==> config.mk <==
export PLATFORM = sky130hd
export DESIGN_NAME = id_stage
export DESIGN_NICKNAME = d
export VERILOG_FILES = /design/src/rtl/id_stage_pkg.sv /design/src/rtl/reg_file.sv /design/src/rtl/id_stage.sv
export SDC_FILE = /design/constraint.sdc
export NUM_CORES = 2
export LEC_CHECK = 0
export CAP_MARGIN = 20
export CORE_ASPECT_RATIO = 0.9
export CORE_MARGIN = 1.5
export CORE_UTILIZATION = 29
export CTS_BUF_LIST = sky130_fd_sc_hd__clkbuf_8
export DETAILED_ROUTE_END_ITERATION = 8
export GPL_TIMING_DRIVEN = 0
export SLEW_MARGIN = 40
export SYNTH_ARGS = -nofsm -noshare
export SYNTH_HDL_FRONTEND = slang
export SYNTH_HIERARCHICAL = 1
export SYNTH_SLANG_ARGS = --single-unit
==> constraint.sdc <==
create_clock -name CLK -period 3.9 [get_ports CLK]
set_clock_uncertainty 0.05 [all_clocks]
set_input_delay 0.78 -clock CLK [delete_from_list [all_inputs] [get_ports CLK]]
set_output_delay 0.78 -clock CLK [all_outputs]
set_load 0.01 [all_outputs]
==> src/rtl/id_stage_pkg.sv <==
// Shared decode constants for the MIPS ID stage: opcodes, functs, ALU op encoding
// and the internal control bundle produced by the decoder.
package id_stage_pkg;

    localparam logic [5:0] OP_RTYPE = 6'h00;
    localparam logic [5:0] OP_J     = 6'h02;
    localparam logic [5:0] OP_JAL   = 6'h03;
    localparam logic [5:0] OP_BEQ   = 6'h04;
    localparam logic [5:0] OP_BNE   = 6'h05;
    localparam logic [5:0] OP_ADDI  = 6'h08;
    localparam logic [5:0] OP_ANDI  = 6'h0C;
    localparam logic [5:0] OP_ORI   = 6'h0D;
    localparam logic [5:0] OP_LUI   = 6'h0F;
    localparam logic [5:0] OP_LW    = 6'h23;
    localparam logic [5:0] OP_SW    = 6'h2B;

    localparam logic [5:0] FN_SLL = 6'h00;
    localparam logic [5:0] FN_SRL = 6'h02;
    localparam logic [5:0] FN_JR  = 6'h08;
    localparam logic [5:0] FN_ADD = 6'h20;
    localparam logic [5:0] FN_SUB = 6'h22;
    localparam logic [5:0] FN_AND = 6'h24;
    localparam logic [5:0] FN_OR  = 6'h25;
    localparam logic [5:0] FN_SLT = 6'h2A;

    localparam logic [4:0] RA_REG = 5'd31;

    // ALU_LUI passes operand B through; the immediate is already shifted.
    typedef enum logic [3:0] {
        ALU_ADD = 4'd0,
        ALU_SUB = 4'd1,
        ALU_AND = 4'd2,
        ALU_OR  = 4'd3,
        ALU_SLT = 4'd4,
        ALU_SLL = 4'd5,
        ALU_SRL = 4'd6,
        ALU_LUI = 4'd7
    } alu_op_e;

    typedef enum logic [1:0] {BR_NONE = 2'd0, BR_EQ = 2'd1, BR_NE = 2'd2} branch_e;
    typedef enum logic [1:0] {JMP_NONE = 2'd0, JMP_J = 2'd1, JMP_JR = 2'd2} jump_e;
    typedef enum logic [1:0] {DST_RT = 2'd0, DST_RD = 2'd1, DST_RA = 2'd2} dst_sel_e;

    typedef struct packed {
        alu_op_e  alu_op;
        logic     alu_src;
        logic     reg_write;
        logic     mem_read;
        logic     mem_write;
        logic     mem_to_reg;
        branch_e  branch;
        jump_e    jump;
        dst_sel_e dst_sel;
        logic     reads_rt;
        logic     illegal;
    } ctrl_t;

    function automatic logic [31:0] sign_ext16(input logic [15:0] imm);
        return {{16{imm[15]}}, imm};
    endfunction

endpackage

==> src/rtl/reg_file.sv <==
// Two-read, one-write architectural register file; register 0 reads as zero.
// Optional write-before-read bypass under WB_BYPASS_EN.
module reg_file #(
    parameter int DATA_W = 32,
    parameter int REG_NUM = 32,
    parameter int ADDR_W = $clog2(REG_NUM)
) (
    input  logic              clk,
    input  logic              rst_n,
    input  logic [ADDR_W-1:0] rd_addr_a,
    input  logic [ADDR_W-1:0] rd_addr_b,
    output logic [DATA_W-1:0] rd_data_a,
    output logic [DATA_W-1:0] rd_data_b,
    input  logic              wr_en,
    input  logic [ADDR_W-1:0] wr_addr,
    input  logic [DATA_W-1:0] wr_data
);

`ifdef WB_BYPASS_EN
    localparam bit BYPASS = 1'b1;
`else
    localparam bit BYPASS = 1'b0;
`endif

    logic [DATA_W-1:0] regs [REG_NUM];
    logic              wr_live;

    assign wr_live = wr_en && (wr_addr != '0);

    always_ff @(posedge clk or negedge rst_n) begin
        if (!rst_n) begin
            for (int i = 0; i < REG_NUM; i++) begin
                regs[i] <= '0;
            end
        end else if (wr_live) begin
            regs[wr_addr] <= wr_data;
        end
    end

    function automatic logic [DATA_W-1:0] read_port(input logic [ADDR_W-1:0] addr);
        if (addr == '0) begin
            return '0;
        end
        if (BYPASS && wr_live && (wr_addr == addr)) begin
            return wr_data;
        end
        return regs[addr];
    endfunction

    assign rd_data_a = read_port(rd_addr_a);
    assign rd_data_b = read_port(rd_addr_b);

endmodule

==> src/rtl/id_stage.sv <==
// MIPS instruction-decode stage: IF/ID register, decoder, load-use stall, targets.
// Define WB_BYPASS_EN to let a same-cycle WB write appear on the read ports.
module id_stage
    import id_stage_pkg::*;
#(
    parameter int DATA_W = 32,
    parameter int REG_NUM = 32
) (
    input  logic              CLK,
    input  logic              RST,
    input  logic [31:0]       Ins,
    input  logic [31:0]       nextPC,
    input  logic              Flush,
    input  logic              EX_MemRead,
    input  logic [4:0]        EX_Rt,
    input  logic              WB_WE,
    input  logic [4:0]        WB_Rd,
    input  logic [DATA_W-1:0] WB_Data,
    output logic              Stall,
    output logic              ID_Valid,
    output logic [31:0]       ID_nextPC,
    output logic [DATA_W-1:0] ID_RsData,
    output logic [DATA_W-1:0] ID_RtData,
    output logic [31:0]       ID_Imm,
    output logic [4:0]        ID_Rs,
    output logic [4:0]        ID_Rt,
    output logic [4:0]        ID_Dst,
    output logic [3:0]        ID_ALUOp,
    output logic              ID_ALUSrc,
    output logic              ID_RegWrite,
    output logic              ID_MemRead,
    output logic              ID_MemWrite,
    output logic              ID_MemToReg,
    output logic [1:0]        ID_Branch,
    output logic [1:0]        ID_Jump,
    output logic [31:0]       ID_BrTarget,
    output logic [31:0]       ID_JTarget,
    output logic              ID_Illegal
);

    logic [31:0] if_ins;
    logic [31:0] if_pc;
    logic        if_valid;
    logic        stall;
    logic        live;
    ctrl_t       ctrl;

    logic [5:0]  opcode;
    logic [5:0]  funct;
    logic [4:0]  rs;
    logic [4:0]  rt;
    logic [4:0]  rd;
    logic [15:0] imm;
    logic [31:0] imm_sext;

    assign opcode   = if_ins[31:26];
    assign rs       = if_ins[25:21];
    assign rt       = if_ins[20:16];
    assign rd       = if_ins[15:11];
    assign funct    = if_ins[5:0];
    assign imm      = if_ins[15:0];
    assign imm_sext = sign_ext16(imm);

    // Flush beats stall so a wrong-path instruction never survives a hold.
    always_ff @(posedge CLK or negedge RST) begin
        if (!RST) begin
            if_valid <= 1'b0;
            if_ins   <= '0;
            if_pc    <= '0;
        end else if (Flush) begin
            if_valid <= 1'b0;
            if_ins   <= '0;
        end else if (!stall) begin
            if_valid <= 1'b1;
            if_ins   <= Ins;
            if_pc    <= nextPC;
        end
    end

    always_comb begin
        ctrl          = '0;
        ctrl.alu_op   = ALU_ADD;
        ctrl.branch   = BR_NONE;
        ctrl.jump     = JMP_NONE;
        ctrl.dst_sel  = DST_RT;
        unique case (opcode)
            OP_RTYPE: begin
                ctrl.dst_sel   = DST_RD;
                ctrl.reads_rt  = 1'b1;
                ctrl.reg_write = 1'b1;
                case (funct)
                    FN_ADD: ctrl.alu_op = ALU_ADD;
                    FN_SUB: ctrl.alu_op = ALU_SUB;
                    FN_AND: ctrl.alu_op = ALU_AND;
                    FN_OR:  ctrl.alu_op = ALU_OR;
                    FN_SLT: ctrl.alu_op = ALU_SLT;
                    FN_SLL: ctrl.alu_op = ALU_SLL;
                    FN_SRL: ctrl.alu_op = ALU_SRL;
                    FN_JR: begin
                        ctrl.reg_write = 1'b0;
                        ctrl.jump      = JMP_JR;
                    end
                    default: begin
                        ctrl.reg_write = 1'b0;
                        ctrl.illegal   = 1'b1;
                    end
                endcase
            end
            OP_ADDI: begin ctrl.alu_src = 1'b1; ctrl.reg_write = 1'b1; end
            OP_ANDI: begin ctrl.alu_src = 1'b1; ctrl.reg_write = 1'b1; ctrl.alu_op = ALU_AND; end
            OP_ORI:  begin ctrl.alu_src = 1'b1; ctrl.reg_write = 1'b1; ctrl.alu_op = ALU_OR; end
            OP_LUI:  begin ctrl.alu_src = 1'b1; ctrl.reg_write = 1'b1; ctrl.alu_op = ALU_LUI; end
            OP_LW: begin
                ctrl.alu_src    = 1'b1;
                ctrl.reg_write  = 1'b1;
                ctrl.mem_read   = 1'b1;
                ctrl.mem_to_reg = 1'b1;
            end
            OP_SW:  begin ctrl.alu_src = 1'b1; ctrl.mem_write = 1'b1; ctrl.reads_rt = 1'b1; end
            OP_BEQ: begin ctrl.alu_op = ALU_SUB; ctrl.branch = BR_EQ; ctrl.reads_rt = 1'b1; end
            OP_BNE: begin ctrl.alu_op = ALU_SUB; ctrl.branch = BR_NE; ctrl.reads_rt = 1'b1; end
            OP_J:   ctrl.jump = JMP_J;
            OP_JAL: begin ctrl.jump = JMP_J; ctrl.reg_write = 1'b1; ctrl.dst_sel = DST_RA; end
            default: ctrl.illegal = 1'b1;
        endcase
    end

    assign stall = if_valid && EX_MemRead && (EX_Rt != 5'd0) &&
                   ((EX_Rt == rs) || (ctrl.reads_rt && (EX_Rt == rt)));
    assign live  = if_valid && !stall;

    always_comb begin
        ID_Imm = imm_sext;
        if (opcode == OP_ANDI || opcode == OP_ORI) begin
            ID_Imm = {16'b0, imm};
        end else if (opcode == OP_LUI) begin
            ID_Imm = {imm, 16'b0};
        end
    end

    always_comb begin
        ID_Dst = rt;
        if (ctrl.dst_sel == DST_RD) begin
            ID_Dst = rd;
        end else if (ctrl.dst_sel == DST_RA) begin
            ID_Dst = RA_REG;
        end
    end

    reg_file #(.DATA_W(DATA_W), .REG_NUM(REG_NUM)) u_reg_file (
        .clk       (CLK),
        .rst_n     (RST),
        .rd_addr_a (rs),
        .rd_addr_b (rt),
        .rd_data_a (ID_RsData),
        .rd_data_b (ID_RtData),
        .wr_en     (WB_WE),
        .wr_addr   (WB_Rd),
        .wr_data   (WB_Data)
    );

    // A stalled slot leaves as a bubble: nothing downstream may write or redirect.
    assign Stall       = stall;
    assign ID_Valid    = live;
    assign ID_nextPC   = if_pc;
    assign ID_Rs       = rs;
    assign ID_Rt       = rt;
    assign ID_ALUOp    = ctrl.alu_op;
    assign ID_ALUSrc   = ctrl.alu_src;
    assign ID_RegWrite = live && ctrl.reg_write;
    assign ID_MemRead  = live && ctrl.mem_read;
    assign ID_MemWrite = live && ctrl.mem_write;
    assign ID_MemToReg = live && ctrl.mem_to_reg;
    assign ID_Branch   = live ? ctrl.branch : BR_NONE;
    assign ID_Jump     = live ? ctrl.jump : JMP_NONE;
    assign ID_BrTarget = if_pc + {imm_sext[29:0], 2'b00};
    assign ID_JTarget  = {if_pc[31:28], if_ins[25:0], 2'b00};
    assign ID_Illegal  = if_valid && ctrl.illegal;

endmodule

Yosys cells after proc, flatten, opt, wreduce, memory -nomap -nowiden --
Index checks and enable logic that the tools add are counted.
Word-level totals: input port bits 111, register bits 1089, output and inout bits 223, word-level logic and storage cells 135
Operators by class: bitwise logic cells 5, order comparisons 4, add/sub/neg operators 1, equality and inequality tests 22, reduce and logical (&&, ||, !) cells 29, multiplexer cells 39
Operators with widths (count):
- bitwise mux 1024 bit | 1
- two-way mux 32 bit | 12
- binary-select mux 32 bit (select 5 bit) | 2
- demux 32 bit (select 5 bit) | 1
- == test 6 bit, second input constant | 7
- adder 32 bit | 1
- two-way mux 31 bit | 1
- == test 6 x 4 -> 1 bit, second input constant | 5
- one-hot mux 4 bit (5 select lines) | 1
- == test 6 x 2 -> 1 bit, second input constant | 3
- greater-or-equal comparator 6 bit, second input constant | 3
- inverter 5 -> 6 bit | 3
- one-hot mux 3 bit (6 select lines) | 1
- == test 6 x 3 -> 1 bit, second input constant | 2
- zero test 6 bit | 2
- one-hot mux 2 bit (2 select lines) | 3
- OR reduction 6 bit | 2
- logical AND 1 bit | 11
- == test 5 bit | 2
- zero test 5 bit | 2
- two-way mux 1 bit | 10
- two-way mux 5 bit | 2
- nonzero test 5 bit | 2
- OR reduction 10 bit | 1
- 14 further kinds | 20

Longest topological paths before layout --
depth after elaboration 9, depth in mapped cells 9, depth with buffers taken out 9

Hierarchy --
The synthesis kept the hierarchy.
By module, submodules not included:
- reg_file | cells each 3621, sequential area each 25624.6 µm², instances 1, area an instance 54369.6 µm²
- id_stage | cells each 609, sequential area each 1626.6 µm², instances 1, area an instance 5627.9 µm²

Worst setup path after synthesis --
No wires, ideal clock.
kind input to output, start point input port EX_Rt[1], end point output port ID_MemToReg, arrival time 2.513 ns, setup slack 0.557 ns, data required time 3.070 ns, cell stages on the path 7, buffers on the path 2, cell sequence or4_1 o211ai_2 a21oi_1 buf_6 nand2b_1 nor4_1 buf_4
Between the ends: word-level cells in the longest chain between the ends 7, elaborated cells between the ends (all ways) 10, classes of those cells eq/ne (2); reduce/logical (8)
Ends and longest elaborated chain:
- start: declaration | RTL line id_stage.sv:15 | input logic [4:0] EX_Rt,
- == test 5 bit | RTL line id_stage.sv:129 | ((EX_Rt == rs) || (ctrl.reads_rt && (EX_Rt == rt)));
- logical AND 1 bit | RTL line id_stage.sv:129
- logical OR 1 bit | RTL line id_stage.sv:129
- logical AND 1 bit (*) | RTL line id_stage.sv:128 | assign stall = if_valid && EX_MemRead && (EX_Rt != 5'd0) &&
- zero test 1 bit (*) | RTL line id_stage.sv:130 | assign live = if_valid && !stall;
- logical AND 1 bit (*) | RTL line id_stage.sv:130
- logical AND 1 bit (*)
- end: declaration | RTL line id_stage.sv:33 | output logic ID_MemToReg,
Every way passes the cells marked *; elsewhere a longest branch is shown, timed or not.

Worst setup path after layout --
start point register if_ins[17], end point output port ID_RtData[27]
Between the ends: word-level cells in the longest chain between the ends 5, elaborated cells between the ends (all ways) 7, classes of those cells mux (5); bitwise (1); reduce/logical (1)
Ends and longest elaborated chain:
- start: declaration | RTL line id_stage.sv:41 | logic [31:0] if_ins;
- start signal: assignment | RTL line id_stage.sv:75 | if_ins <= Ins;
- inverter 5 -> 6 bit (implied by the code) | RTL line reg_file.sv:47 | return regs[addr];
- binary-select mux 32 bit (select 5 bit) | RTL line reg_file.sv:47
- two-way mux 32 bit (implied by the code) (2 in a row) | RTL line reg_file.sv:47
- two-way mux 32 bit (*) | RTL line reg_file.sv:44 | if (BYPASS && wr_live && (wr_addr == addr)) begin
- end: declaration | RTL line id_stage.sv:23 | output logic [DATA_W-1:0] ID_RtData,
Every way passes the cells marked *; elsewhere a longest branch is shown, timed or not. The select of a mux whose other input is x is not followed.

==> impl_metrics.py <==
metrics = {
    "sta": {
        "rsz0062_at_grt": "true",
        "max_slew.worst_pin.slew_ns": 0.942,
        "max_freq_ghz": 0.234,
        "slew_headroom": 0.370,
        "tns_ns": -18.43,
        "fin_crit_sh": 1.09,
        "setup_violations": 77,
        "fin_crit_ns": 4.27,
        "hold_violations": 0,
        "slew_violations": 0,
        "layout_setup_ws_ns": -0.368,
    },
    "critical_path": {
        "required_ns": 3.07,
        "critPathSlowestCell": "dfrtp_4",
        "cp_cell_sequence": "buf_12 > buf_16 > nor2b_4 > clkbuf_16 > a221oi_4 > o21ai_2 > a311oi_4 > buf_2",
        "path_buf_inv": 4,
        "endpoint_kind": "output port",
        "crit_fanout": 7,
        "cp-start-kind": "flop",
        "path_class": "flop to output port",
        "cpPeakStageDelay_ns": 0.58,
        "critPathArrivalTime_ns": 3.44,
        "critical_path.top_delay_family": "compound AO/OA/AOI/OAI gates",
        "rr_startpoint": "if_ins[19]",
        "ff2ff_setup_slack_ns": 1.31,
        "reg2reg_depth": 11,
        "reg2reg_to": "ID_nextPC[5]",
    },
    "synth": {
        "ys_warn_count": 6,
        "synth_common_cells": "1089 x dfrtp_1, 1039 x mux2_2, 448 x mux4_2, 242 x clkbuf_1, 183 x buf_2",
        "ys.flop_type": "dfrtp_1",
        "synth-xor-area-share": 0.00555,
        "ys_seq_area_frac": 0.454,
        "synth_mux_area_frac": 0.401,
        "yosys.area_share.simple": 0.0300,
        "synth_cells": 4230,
        "yosysMostFrequentCell": "dfrtp_1",
        "synth_edf_count": 0,
        "yosys.area.top_type": "dfrtp_1",
        "ys_async_sr_fraction": 1.00,
        "ys_types": 80,
        "synth_top_family_by_area": "multiplexers",
        "synth-adder-area-share": 0.00638,
        "syn_area_mm2": 0.0600,
        "syn_area_per_cell_um2": 14.2,
        "synth.area.top_cells": "dfrtp_1 45%, mux2_2 20%, mux4_2 17%",
        "ys_ff_latch": 1089,
        "synth_top_cell_area_share": 0.454,
        "synth_compound_area_frac": 0.0595,
    },
    "power_and_ir_drop": {
        "p_per_area_mw_per_mm2": 455,
        "peakVddDrop_v": 0.000315,
        "leakagePower_nw": 32.6,
    },
    "floorplanning": {
        "initial_core_util": 0.292,
        "die_h_um": 435,
        "die_x_um": 482,
        "placeableCoreArea_mm2": 0.206,
        "ios": 334,
        "dieArea_mm2": 0.210,
        "rows": 158,
    },
    "detailed_routing": {
        "drtIter0Drc": 5334,
        "postRouteAntennaNets": 0,
        "drt-wirelength-per-cell_um": 33.2,
        "viasPerCell": 5.82,
        "dr.pass1.iters": 6,
        "via_count": 45500,
        "wl_um": 259000,
        "drc_errors": 0,
    },
    "global_route": {
        "grt_max_degree": 114,
        "use_met3": 0.0744,
        "grtUsageMet2": 0.349,
        "grt.busiest_layer": "met2",
        "grt-ovfl-total": 0,
        "grt_pass1_vias": 45400,
        "track_usage": 0.238,
        "antenna_found_initial": 18,
        "grt_pass1_wl_um": 351000,
        "grt_use_met1": 0.304,
    },
    "finish": {
        "design_area_mm2": 0.0790,
        "fill_cells": 19100,
        "finish.utilization": 0.384,
        "syn_to_final_growth_pct": 31.7,
        "nets": 5080,
        "drive_gt1_frac": 0.583,
    },
    "clock_tree": {
        "cts.reportedPaths.clkPinSlew_ns": 0.07,
        "cts_buffers": 190,
        "clkLatencyLatePin_ns": 0.91,
        "root_buffer": "clkbuf_8",
        "clock_path_buffers": 3,
        "cts_tree": "yes",
        "cts_sinks": 1089,
        "htreeDepth": 4,
    },
    "hold_path": {
        "hold_class": "primary input to flop",
        "holdPathStages": 2,
        "min_to": "if_ins[21]",
        "min_from": "Flush",
    },
    "outcome": {
        "outcome": "complete, but fails checks",
        "violations": "setup timing",
    },
    "placed_design": {
        "place_area_mm2": 0.0673,
        "numPortBuffers": 327,
        "gp_congestion": 0.974,
        "dpl.hpwl_um": 182000,
    },
    "flow_run": {
        "max-cap-violations": 0,
    },
}
[power by group]
part	switching [W]	internal, W
clock network	0.00516	0.00567
registers	0.00164	0.0134
logic	0.00478	0.00529
[timing repair]
item / CTS / global route
resized for setup: 1518 / 329
cloned: 9 / 17
hold endpoints to repair: 65 / 0
buffers inserted: 93 / 64
setup endpoints to repair: 143 / 125
hold buffers: 1 / 0
pin swaps: 177 / 141
[worst max path at each step]
stage | slack (ns) | to | depth (start not counted) | startpoint
after global routing | -0.48 | ID_RtData[27] | 7 | if_ins[17]
after detailed placement | -1.84 | ID_RsData[25] | 6 | if_ins[24]
after CTS | -0.49 | ID_RtData[25] | 8 | if_ins[17]
final | -0.37 | ID_RtData[27] | 8 | if_ins[17]
after floorplan | 0.56 | ID_MemToReg | 7 | EX_Rt[1]
after global placement | -48.73 | u_reg_file/regs[131] | 1 | RST
[state kept, by name, summed over array words and instances (netlist names)]
name	flops
u_reg_file/regs	1024
if_valid	1
ID_nextPC	32
if_ins	32
[metrics by stage]
step           std cells  total power, W  hold WS [ns]  setup slack [ns]
6_report            7808          0.0359         0.166            -0.368
5_1_grt             7806          0.0372         0.105            -0.485
4_1_cts             7726          0.0353        0.0675            -0.487
3_5_place_dp        7295          0.0233         0.417             -1.84
3_3_place_gp        7279          0.0230         0.404            -48.73
2_1_floorplan       4232          0.0199         0.391             0.557
[logic make-up after synthesis]
family / after synthesis
muxes: 1696
DFF: 1089
buffers and inverters: 534
AOI/OAI and AO/OA: 500
and+or+nand+nor: 342
xor gates and xnor gates: 38
adders and majority gates: 30
other: 1
[layer usage]
layer / wire (um) / share of wire
met4: 18800 / 0.072
met3: 30300 / 0.12
met1: 99400 / 0.38
met2: 111000 / 0.43
met5: 150 / 0.00058
[cell usage in the layout, fill, tap and decap left out, types with 20 or more instances in the layout]
| cell | n |
|---|---|
| buf_6 | 63 |
| a21o_1 | 29 |
| mux4_2 | 448 |
| buf_4 | 167 |
| clkbuf_1 | 139 |
| clkdlybuf4s50_1 | 204 |
| buf_2 | 179 |
| a22oi_2 | 53 |
| clkinv_2 | 21 |
| o21ai_4 | 30 |
| mux2_4 | 60 |
| a311oi_4 | 49 |
| buf_16 | 43 |
| inv_1 | 80 |
| clkbuf_4 | 22 |
| dfrtp_1 | 1060 |
| clkbuf_8 | 277 |
| nor2_1 | 60 |
| nand2_1 | 70 |
| o21ai_0 | 20 |
| buf_8 | 30 |
| buf_12 | 56 |
| o21ai_2 | 54 |
| a211oi_4 | 52 |
| clkbuf_16 | 26 |
| ha_4 | 25 |
| mux2i_1 | 160 |
| mux2_2 | 1009 |
| clkbuf_2 | 34 |
| dfrtp_2 | 24 |
| a221oi_2 | 27 |
| o21ai_1 | 32 |
| nor2b_1 | 48 |
[layout make-up]
cell class / count / area [um^2] / share of cell area
Antenna cell: 5 / 12.5 / 0.000158
Buffer: 502 / 4480 / 0.0567
Clock buffer: 240 / 3300 / 0.0418
Clock inverter: 96 / 553 / 0.00700
Inverter: 22 / 85.1 / 0.00108
Multi-Input combinational cell: 2609 / 34400 / 0.436
Sequential cell: 1089 / 27300 / 0.345
Tap cell: 2720 / 3400 / 0.0431
Timing Repair Buffer: 525 / 5440 / 0.0688
[worst register-to-register path: stages (launching register included)]
cell and delay [ns]:
dfrtp_4 0.56, buf_6 0.16, xor2_1 0.13, nor4_1 0.30
nand3_1 0.15, a21oi_2 0.18, buf_6 0.12, buf_4 0.13
buf_4 0.17, nor2_8 0.08, buf_12 0.18, mux2_4 0.30
(Power assumes the default switching activity.)
